<file path="config.mk">
export PLATFORM = sky130hd
export DESIGN_NAME = rv_multicycle_ctrl
export DESIGN_NICKNAME = d
export VERILOG_FILES = /design/src/rtl/rv_ctrl_pkg.sv /design/src/rtl/rv_ctrl_decode.sv /design/src/rtl/rv_multicycle_ctrl.sv
export SDC_FILE = /design/constraint.sdc
export NUM_CORES = 1
export LEC_CHECK = 0
export CAP_MARGIN = 20
export CORE_UTILIZATION = 30
export CTS_CLUSTER_DIAMETER = 50
export DETAILED_ROUTE_END_ITERATION = 10
export PLACE_DENSITY = 0.68
export SLEW_MARGIN = 0
export SYNTH_ARGS = -nofsm -noshare
export SYNTH_HDL_FRONTEND = slang
export SYNTH_HIERARCHICAL = 1
export SYNTH_SLANG_ARGS = --single-unit
</file>
<file path="constraint.sdc">
create_clock -name clk_i -period 7.7 [get_ports clk_i]
set_clock_uncertainty 0.15 [all_clocks]
set_input_delay 0.77 -clock clk_i [delete_from_list [all_inputs] [get_ports clk_i]]
set_output_delay 0.77 -clock clk_i [all_outputs]
set_load 0.01 [all_outputs]
</file>
<file path="src/rtl/rv_ctrl_pkg.sv">
// Shared encodings for the multi-cycle RV32I control unit: FSM states,
// opcode values, datapath select codes, halt causes and the decode record.
package rv_ctrl_pkg;

  typedef enum logic [2:0] {
    ST_IDLE   = 3'd0,
    ST_FETCH  = 3'd1,
    ST_DECODE = 3'd2,
    ST_EXEC   = 3'd3,
    ST_MEM    = 3'd4,
    ST_WB     = 3'd5,
    ST_HALT   = 3'd6
  } state_e;

  // RV32I major opcodes
  localparam logic [6:0] OPC_LUI    = 7'b0110111;
  localparam logic [6:0] OPC_AUIPC  = 7'b0010111;
  localparam logic [6:0] OPC_JAL    = 7'b1101111;
  localparam logic [6:0] OPC_JALR   = 7'b1100111;
  localparam logic [6:0] OPC_BRANCH = 7'b1100011;
  localparam logic [6:0] OPC_LOAD   = 7'b0000011;
  localparam logic [6:0] OPC_STORE  = 7'b0100011;
  localparam logic [6:0] OPC_OPIMM  = 7'b0010011;
  localparam logic [6:0] OPC_OP     = 7'b0110011;
  localparam logic [6:0] OPC_FENCE  = 7'b0001111;
  localparam logic [6:0] OPC_SYSTEM = 7'b1110011;

  // Datapath select encodings
  localparam logic [1:0] PC_PLUS4   = 2'd0;
  localparam logic [1:0] PC_IMM     = 2'd1;
  localparam logic [1:0] PC_ALU     = 2'd2;
  localparam logic [1:0] ALU_A_RS1  = 2'd0;
  localparam logic [1:0] ALU_A_PC   = 2'd1;
  localparam logic [1:0] ALU_A_ZERO = 2'd2;
  localparam logic       ALU_B_RS2  = 1'b0;
  localparam logic       ALU_B_IMM  = 1'b1;
  localparam logic [1:0] ALU_OP_ADD = 2'd0;
  localparam logic [1:0] ALU_OP_FN  = 2'd1;
  localparam logic [1:0] ALU_OP_BR  = 2'd2;
  localparam logic [2:0] IMM_I      = 3'd0;
  localparam logic [2:0] IMM_S      = 3'd1;
  localparam logic [2:0] IMM_B      = 3'd2;
  localparam logic [2:0] IMM_U      = 3'd3;
  localparam logic [2:0] IMM_J      = 3'd4;
  localparam logic [1:0] WB_ALU     = 2'd0;
  localparam logic [1:0] WB_MEM     = 2'd1;
  localparam logic [1:0] WB_PC4     = 2'd2;

  // Halt causes
  localparam logic [1:0] CAUSE_NONE    = 2'd0;
  localparam logic [1:0] CAUSE_SYSTEM  = 2'd1;
  localparam logic [1:0] CAUSE_ILLEGAL = 2'd2;
  localparam logic [1:0] CAUSE_TIMEOUT = 2'd3;

  // Everything the FSM needs to know about one opcode
  typedef struct packed {
    logic       legal;
    logic       is_sys;
    logic       is_mem;
    logic       is_store;
    logic       is_branch;
    logic       writes_rd;
    logic [1:0] pc_sel;
    logic [1:0] alu_a_sel;
    logic       alu_b_sel;
    logic [1:0] alu_op_sel;
    logic [2:0] imm_sel;
    logic [1:0] wb_sel;
  } dec_t;

endpackage

</file>
<file path="src/rtl/rv_ctrl_decode.sv">
// Combinational opcode decoder: maps a 7-bit major opcode to its control record.
module rv_ctrl_decode
  import rv_ctrl_pkg::*;
(
  input  logic [6:0] opcode_i,
  output dec_t       dec_o
);

  // Opcode lookup; unknown opcodes leave legal=0 so the FSM halts on them
  always_comb begin
    dec_o = '0;
    case (opcode_i)
      OPC_LUI: begin
        dec_o.legal = 1'b1; dec_o.writes_rd = 1'b1;
        dec_o.alu_a_sel = ALU_A_ZERO; dec_o.alu_b_sel = ALU_B_IMM; dec_o.imm_sel = IMM_U;
      end
      OPC_AUIPC: begin
        dec_o.legal = 1'b1; dec_o.writes_rd = 1'b1;
        dec_o.alu_a_sel = ALU_A_PC; dec_o.alu_b_sel = ALU_B_IMM; dec_o.imm_sel = IMM_U;
      end
      OPC_JAL: begin
        dec_o.legal = 1'b1; dec_o.writes_rd = 1'b1; dec_o.pc_sel = PC_IMM;
        dec_o.alu_a_sel = ALU_A_PC; dec_o.alu_b_sel = ALU_B_IMM; dec_o.imm_sel = IMM_J;
        dec_o.wb_sel = WB_PC4;
      end
      OPC_JALR: begin
        dec_o.legal = 1'b1; dec_o.writes_rd = 1'b1; dec_o.pc_sel = PC_ALU;
        dec_o.alu_b_sel = ALU_B_IMM; dec_o.imm_sel = IMM_I; dec_o.wb_sel = WB_PC4;
      end
      OPC_BRANCH: begin
        dec_o.legal = 1'b1; dec_o.is_branch = 1'b1;
        dec_o.alu_b_sel = ALU_B_RS2; dec_o.alu_op_sel = ALU_OP_BR; dec_o.imm_sel = IMM_B;
      end
      OPC_LOAD: begin
        dec_o.legal = 1'b1; dec_o.writes_rd = 1'b1; dec_o.is_mem = 1'b1;
        dec_o.alu_b_sel = ALU_B_IMM; dec_o.imm_sel = IMM_I; dec_o.wb_sel = WB_MEM;
      end
      OPC_STORE: begin
        dec_o.legal = 1'b1; dec_o.is_mem = 1'b1; dec_o.is_store = 1'b1;
        dec_o.alu_b_sel = ALU_B_IMM; dec_o.imm_sel = IMM_S;
      end
      OPC_OPIMM: begin
        dec_o.legal = 1'b1; dec_o.writes_rd = 1'b1;
        dec_o.alu_b_sel = ALU_B_IMM; dec_o.alu_op_sel = ALU_OP_FN; dec_o.imm_sel = IMM_I;
      end
      OPC_OP: begin
        dec_o.legal = 1'b1; dec_o.writes_rd = 1'b1;
        dec_o.alu_b_sel = ALU_B_RS2; dec_o.alu_op_sel = ALU_OP_FN;
      end
      OPC_FENCE: begin
        dec_o.legal = 1'b1;
      end
      OPC_SYSTEM: begin
        dec_o.legal = 1'b1; dec_o.is_sys = 1'b1;
      end
      default: begin
        dec_o = '0;
      end
    endcase
  end

endmodule

</file>
<file path="src/rtl/rv_multicycle_ctrl.sv">
// Multi-cycle RV32I control FSM: sequences FETCH/DECODE/EXEC/MEM/WB over one
// shared memory port, drives datapath enables/selects, counts retired
// instructions and halts stickily on SYSTEM, illegal opcode or memory timeout.
module rv_multicycle_ctrl
  import rv_ctrl_pkg::*;
#(
  parameter int XLEN         = 32,
  parameter int CNT_W        = XLEN,
  parameter int MEM_WAIT_MAX = 16
) (
  input  logic             clk_i,
  input  logic             rst_ni,
  input  logic             run_i,
  input  logic [31:0]      instr_i,
  input  logic             mem_ready_i,
  input  logic             br_taken_i,
  output logic             mem_req_o,
  output logic             mem_we_o,
  output logic             addr_sel_o,
  output logic             ir_we_o,
  output logic             rf_we_o,
  output logic             pc_we_o,
  output logic [1:0]       pc_sel_o,
  output logic [1:0]       alu_a_sel_o,
  output logic             alu_b_sel_o,
  output logic [1:0]       alu_op_sel_o,
  output logic [2:0]       imm_sel_o,
  output logic [1:0]       wb_sel_o,
  output logic             retire_o,
  output logic [CNT_W-1:0] retired_o,
  output logic             busy_o,
  output logic             halted_o,
  output logic [1:0]       cause_o
);

  // Counter only needs to reach MEM_WAIT_MAX-1
  localparam int WAIT_W = (MEM_WAIT_MAX > 1) ? $clog2(MEM_WAIT_MAX) : 1;
  localparam logic [WAIT_W-1:0] WAIT_LAST = WAIT_W'(MEM_WAIT_MAX - 1);

  state_e            state_q, state_d;
  logic [6:0]        opcode_q, opcode_d;
  logic [WAIT_W-1:0] wait_q, wait_d;
  logic [CNT_W-1:0]  retired_q, retired_d;
  logic [1:0]        cause_q, cause_d;

  logic [6:0] dec_opc_s;
  dec_t       dec_s;
  logic       mem_phase_s;
  logic       timeout_s;
  logic       unused_instr_s;

  // During DECODE the opcode register is not loaded yet, so decode the bus directly
  assign dec_opc_s   = (state_q == ST_DECODE) ? instr_i[6:0] : opcode_q;
  assign mem_phase_s = (state_q == ST_FETCH) || (state_q == ST_MEM);
  assign timeout_s   = mem_phase_s && !mem_ready_i && (wait_q == WAIT_LAST);
  assign unused_instr_s = ^instr_i[31:12];

  rv_ctrl_decode u_decode (
    .opcode_i (dec_opc_s),
    .dec_o    (dec_s)
  );

  // Next-state, halt cause and all datapath controls; outputs default to 0
  always_comb begin
    state_d      = state_q;
    cause_d      = cause_q;
    mem_req_o    = 1'b0;
    mem_we_o     = 1'b0;
    addr_sel_o   = 1'b0;
    ir_we_o      = 1'b0;
    rf_we_o      = 1'b0;
    pc_we_o      = 1'b0;
    pc_sel_o     = PC_PLUS4;
    alu_a_sel_o  = ALU_A_RS1;
    alu_b_sel_o  = ALU_B_RS2;
    alu_op_sel_o = ALU_OP_ADD;
    imm_sel_o    = IMM_I;
    wb_sel_o     = WB_ALU;
    retire_o     = 1'b0;
    busy_o       = 1'b0;
    halted_o     = 1'b0;
    case (state_q)
      ST_IDLE: begin
        if (run_i) state_d = ST_FETCH;
        else       state_d = ST_IDLE;
      end
      ST_FETCH: begin
        busy_o    = 1'b1;
        mem_req_o = 1'b1;
        ir_we_o   = mem_ready_i;
        if (mem_ready_i) begin
          state_d = ST_DECODE;
        end else if (timeout_s) begin
          state_d = ST_HALT;
          cause_d = CAUSE_TIMEOUT;
        end else begin
          state_d = ST_FETCH;
        end
      end
      ST_DECODE: begin
        busy_o = 1'b1;
        if (!dec_s.legal) begin
          state_d = ST_HALT;
          cause_d = CAUSE_ILLEGAL;
        end else if (dec_s.is_sys) begin
          state_d = ST_HALT;
          cause_d = CAUSE_SYSTEM;
        end else begin
          state_d = ST_EXEC;
        end
      end
      ST_EXEC: begin
        busy_o       = 1'b1;
        alu_a_sel_o  = dec_s.alu_a_sel;
        alu_b_sel_o  = dec_s.alu_b_sel;
        alu_op_sel_o = dec_s.alu_op_sel;
        imm_sel_o    = dec_s.imm_sel;
        if (dec_s.is_mem) state_d = ST_MEM;
        else              state_d = ST_WB;
      end
      ST_MEM: begin
        busy_o       = 1'b1;
        mem_req_o    = 1'b1;
        addr_sel_o   = 1'b1;
        mem_we_o     = dec_s.is_store;
        alu_a_sel_o  = dec_s.alu_a_sel;
        alu_b_sel_o  = dec_s.alu_b_sel;
        alu_op_sel_o = dec_s.alu_op_sel;
        imm_sel_o    = dec_s.imm_sel;
        if (mem_ready_i) begin
          state_d = ST_WB;
        end else if (timeout_s) begin
          state_d = ST_HALT;
          cause_d = CAUSE_TIMEOUT;
        end else begin
          state_d = ST_MEM;
        end
      end
      ST_WB: begin
        busy_o       = 1'b1;
        pc_we_o      = 1'b1;
        retire_o     = 1'b1;
        rf_we_o      = dec_s.writes_rd && (instr_i[11:7] != 5'd0);
        pc_sel_o     = dec_s.is_branch ? {1'b0, br_taken_i} : dec_s.pc_sel;
        wb_sel_o     = dec_s.wb_sel;
        alu_a_sel_o  = dec_s.alu_a_sel;
        alu_b_sel_o  = dec_s.alu_b_sel;
        alu_op_sel_o = dec_s.alu_op_sel;
        imm_sel_o    = dec_s.imm_sel;
        if (run_i) state_d = ST_FETCH;
        else       state_d = ST_IDLE;
      end
      ST_HALT: begin
        halted_o = 1'b1;
        state_d  = ST_HALT;
      end
      default: begin
        state_d = ST_IDLE;
      end
    endcase
  end

  // Opcode capture, memory wait count and retire count
  always_comb begin
    opcode_d = (state_q == ST_DECODE) ? instr_i[6:0] : opcode_q;
    if (mem_phase_s && !mem_ready_i) wait_d = wait_q + WAIT_W'(1);
    else                             wait_d = '0;
    if (state_q == ST_WB) retired_d = retired_q + CNT_W'(1);
    else                  retired_d = retired_q;
  end

  // State and bookkeeping registers with asynchronous reset
  always_ff @(posedge clk_i or negedge rst_ni) begin
    if (!rst_ni) begin
      state_q   <= ST_IDLE;
      opcode_q  <= 7'd0;
      wait_q    <= '0;
      retired_q <= '0;
      cause_q   <= CAUSE_NONE;
    end else begin
      state_q   <= state_d;
      opcode_q  <= opcode_d;
      wait_q    <= wait_d;
      retired_q <= retired_d;
      cause_q   <= cause_d;
    end
  end

  assign retired_o = retired_q;
  assign cause_o   = cause_q;

endmodule
</file>
==> flow_summary.json <==
{
  "net-switching-power_mw": 0.352,
  "synth.net_count": 310,
  "placeableCoreArea_um2": 8720,
  "firstDrtPassIters": 4,
  "grt_start_max_net_pins": 49,
  "num-nets-final": 378,
  "synth_cell_types": 48,
  "endpoint_kind": "output port",
  "powerDensity_nw_per_um2": 255,
  "drv.max_cap_violation_count": 0,
  "detailedRoute.firstIterationViolations": 57,
  "cts_made_buffers": 5,
  "grtUsageTotal": 0.141,
  "final_min_period_over_clock_period": 0.559,
  "cts_resized": 0,
  "timing.max_slew.rel_slack": 0.532,
  "r2r-end": "state_q[0]",
  "final_cell_area_um2": 3620,
  "cts_tree": "yes",
  "ctsHtreeMaxLevel": 2,
  "place.port_buffers": 71,
  "timing.hold.worst.class": "input port to async pin",
  "static-leakage-power_nw": 1.49,
  "slew_viol_final": 0,
  "placed_cell_area_um2": 3470,
  "synth.yosys.warnings": 6,
  "syn-cell-area_um2": 2700,
  "top_post_synthesis_cells_by_area": "dfrtp_1 (45%), xnor2_1 (10%), and2_1 (3.9%)",
  "timing.critical_path.arrival_ps": 3380,
  "areaGrowthSynthToFinish_pct": 34.2,
  "multi_input_area_um2": 1400,
  "worstMarginPinSlew_ps": 696,
  "vias_per_cell": 4.93,
  "finalSetupViolCount": 0,
  "most_frequent_standard_cell_in_the_layout_excluding_fill_and_tap_cells": "clkdlybuf4s50_1",
  "clock_tree.buffer_depth": 2,
  "report.final.hold_viol_count": 0,
  "critical_path_required_ps": 6780,
  "grt_pass1_wl_um": 10700,
  "total_internal_power_mw": 0.570,
  "antenna_found_initial": 0,
  "power.total_mw": 0.922,
  "max-vdd-ir-drop_mv": 0.119,
  "critical_path_peak_fanout": 18,
  "post-synth-top-area-fraction": 0.446,
  "die_y_um": 96.8,
  "floorplan.die.width_um": 96.8,
  "synth_edf_count": 0,
  "routedWlPerCell_um": 14.4,
  "synth.ff_latch_count": 48,
  "hold_buffers": 0,
  "layout_cell_share_with_drive_strength_beyond_1": 0.0853,
  "antenna_cells": 0,
  "detailed_place_hpwl_um": 4580,
  "power.switching_fraction": 0.382,
  "regToRegStartpoint": "state_q[0]",
  "pwr-share-comb": 0.410,
  "rsz0062_at_grt": "no",
  "synthArstFlopShare": 1.00,
  "period_minus_slack_ps": 4300,
  "reg2reg_slack_ps": 4660,
  "netlist.top_cell.by_area": "dfrtp_1",
  "setup.worst_path.start_class": "flip-flop",
  "grt-ovfl-total": 0,
  "ys_seq_area_frac": 0.446,
  "fillerInstances": 849,
  "instances_no_fill": 448,
  "mostFrequentLayoutCells": "clkdlybuf4s50_1 (70), dfrtp_1 (48), xnor2_1 (31)",
  "final_antenna_net_count": 0,
  "clk_pin_slew_ps": 90,
  "num_io_pins": 92,
  "outcome": "complete, no violations",
  "dieArea_um2": 9370,
  "std_cell_rows": 34,
  "grt_pass1_vias": 2167,
  "gp_congestion": 0.754,
  "num_vias": 2209,
  "insertion_delay_ps": 300,
  "fraction_of_the_core_area_covered_by_cells_at_the_end_of_the_flow": 0.415,
  "worst_r2r_path_depth": 10,
  "ys_dominant_reg_cell": "dfrtp_1",
  "setup_tns_ps": 0,
  "post-place-cells": 439,
  "drt_wl_total_um": 6450,
  "achievable-frequency_mhz": 232,
  "layout.area.seq_um2": 1200,
  "power.clock.fraction": 0.215,
  "cts.sinks": 48,
  "pwr-share-seq": 0.376,
  "drc_errors": 0,
  "clock-root-buffer": "clkbuf_8",
  "avgSynthCellArea_um2": 9.94,
  "initial_util": 0.309,
  "syn-instance-count": 271,
  "post_cts_buffers": 0,
  "startpoint_to_endpoint_class_of_the_critical_path": "flip-flop to output port"
}
[worst max-delay path by stage]
stage                from          end  depth (start not counted)  slack (ps)
6_report       state_q[0]  pc_sel_o[0]                          9        3400
2_1_floorplan  state_q[2]  pc_sel_o[0]                         10        4520
4_1_cts        state_q[0]  pc_sel_o[0]                          9        3360
5_1_grt        state_q[0]  pc_sel_o[0]                          9        3090
3_3_place_gp   instr_i[1]  pc_sel_o[0]                          7        3690
3_5_place_dp   instr_i[0]  pc_sel_o[0]                          7        3650
[layer usage]
| layer | up-vias | GRT usage | part of all wire |
|---|---|---|---|
| met5 | - | 0 | 0 |
| met2 | 63 | 0.230 | 0.47 |
| met1 | 1058 | 0.187 | 0.47 |
| li1 | 1083 | - | - |
| met3 | 5 | 0.0325 | 0.052 |
| met4 | 0 | 0.0413 | 0.0090 |
[flip-flops by register name (all words and copies together) (netlist names)]
register	cells
opcode_q	7
state_q	3
cause_o	2
wait_q	4
retired_o	32
[cell families (layout without fill, tap and decap cells)]
logic type / after synthesis / in the layout / share of synthesized area
buf+inv: 19 / 88 / 0.0353
compound gates: 23 / 23 / 0.0571
fa+ha+maj: 2 / 2 / 0.00928
xor+xnor: 34 / 34 / 0.110
mux: 10 / 10 / 0.0409
flops: 48 / 48 / 0.446
simple gates: 135 / 135 / 0.301
[layout make-up]
cell class                      count  area share
Tap cell                          108      0.0374
Sequential cell                    48       0.332
Clock inverter                      2      0.0107
Inverter                            7     0.00727
Multi-Input combinational cell    204       0.387
Clock buffer                        6      0.0228
Timing Repair Buffer               73       0.203
[power groups by stage]
stage | clock network (mW) | logic (mW) | registers [mW]
finish | 0.198 | 0.378 | 0.346
global route | 0.214 | 0.418 | 0.358
CTS | 0.204 | 0.379 | 0.347
detailed placement | 0 | 0.378 | 0.353
global placement | 0 | 0.373 | 0.349
floorplan | 0 | 0.282 | 0.329
[cell usage after synthesis (3+ instances only)]
cell type / n
dfrtp_1: 48
xnor2_1: 31
nand2_1: 26
and2_1: 17
nor2_1: 17
nand4_1: 15
nand3_1: 12
a21oi_1: 9
and3_1: 9
mux2_2: 8
inv_1: 7
and4_1: 5
nor3_1: 5
buf_2: 4
clkbuf_1: 4
nor3b_1: 4
buf_4: 3
nor4_1: 3
nor4_4: 3
xor2_1: 3
[metrics by stage]
| step | hold WS, ps | worst slack, ps |
|---|---|---|
| 2_1_floorplan | 283 | 4520 |
| 3_3_place_gp | 299 | 3690 |
| 3_5_place_dp | 307 | 3650 |
| 4_1_cts | 320 | 3360 |
| 5_1_grt | 336 | 3090 |
| 6_report | 311 | 3400 |
[worst max-delay path, stage by stage, from the launching register on]
cell             delay, ps
dfrtp_1                590
nor3b_1                270
buf_4                  230
mux2_2                 470
nor2_1                 120
nand2_1                 90
nor4_1                 490
mux2i_1                150
nor2_1                 130
clkdlybuf4s50_1        550
Power figures use the tool's default switching activity.
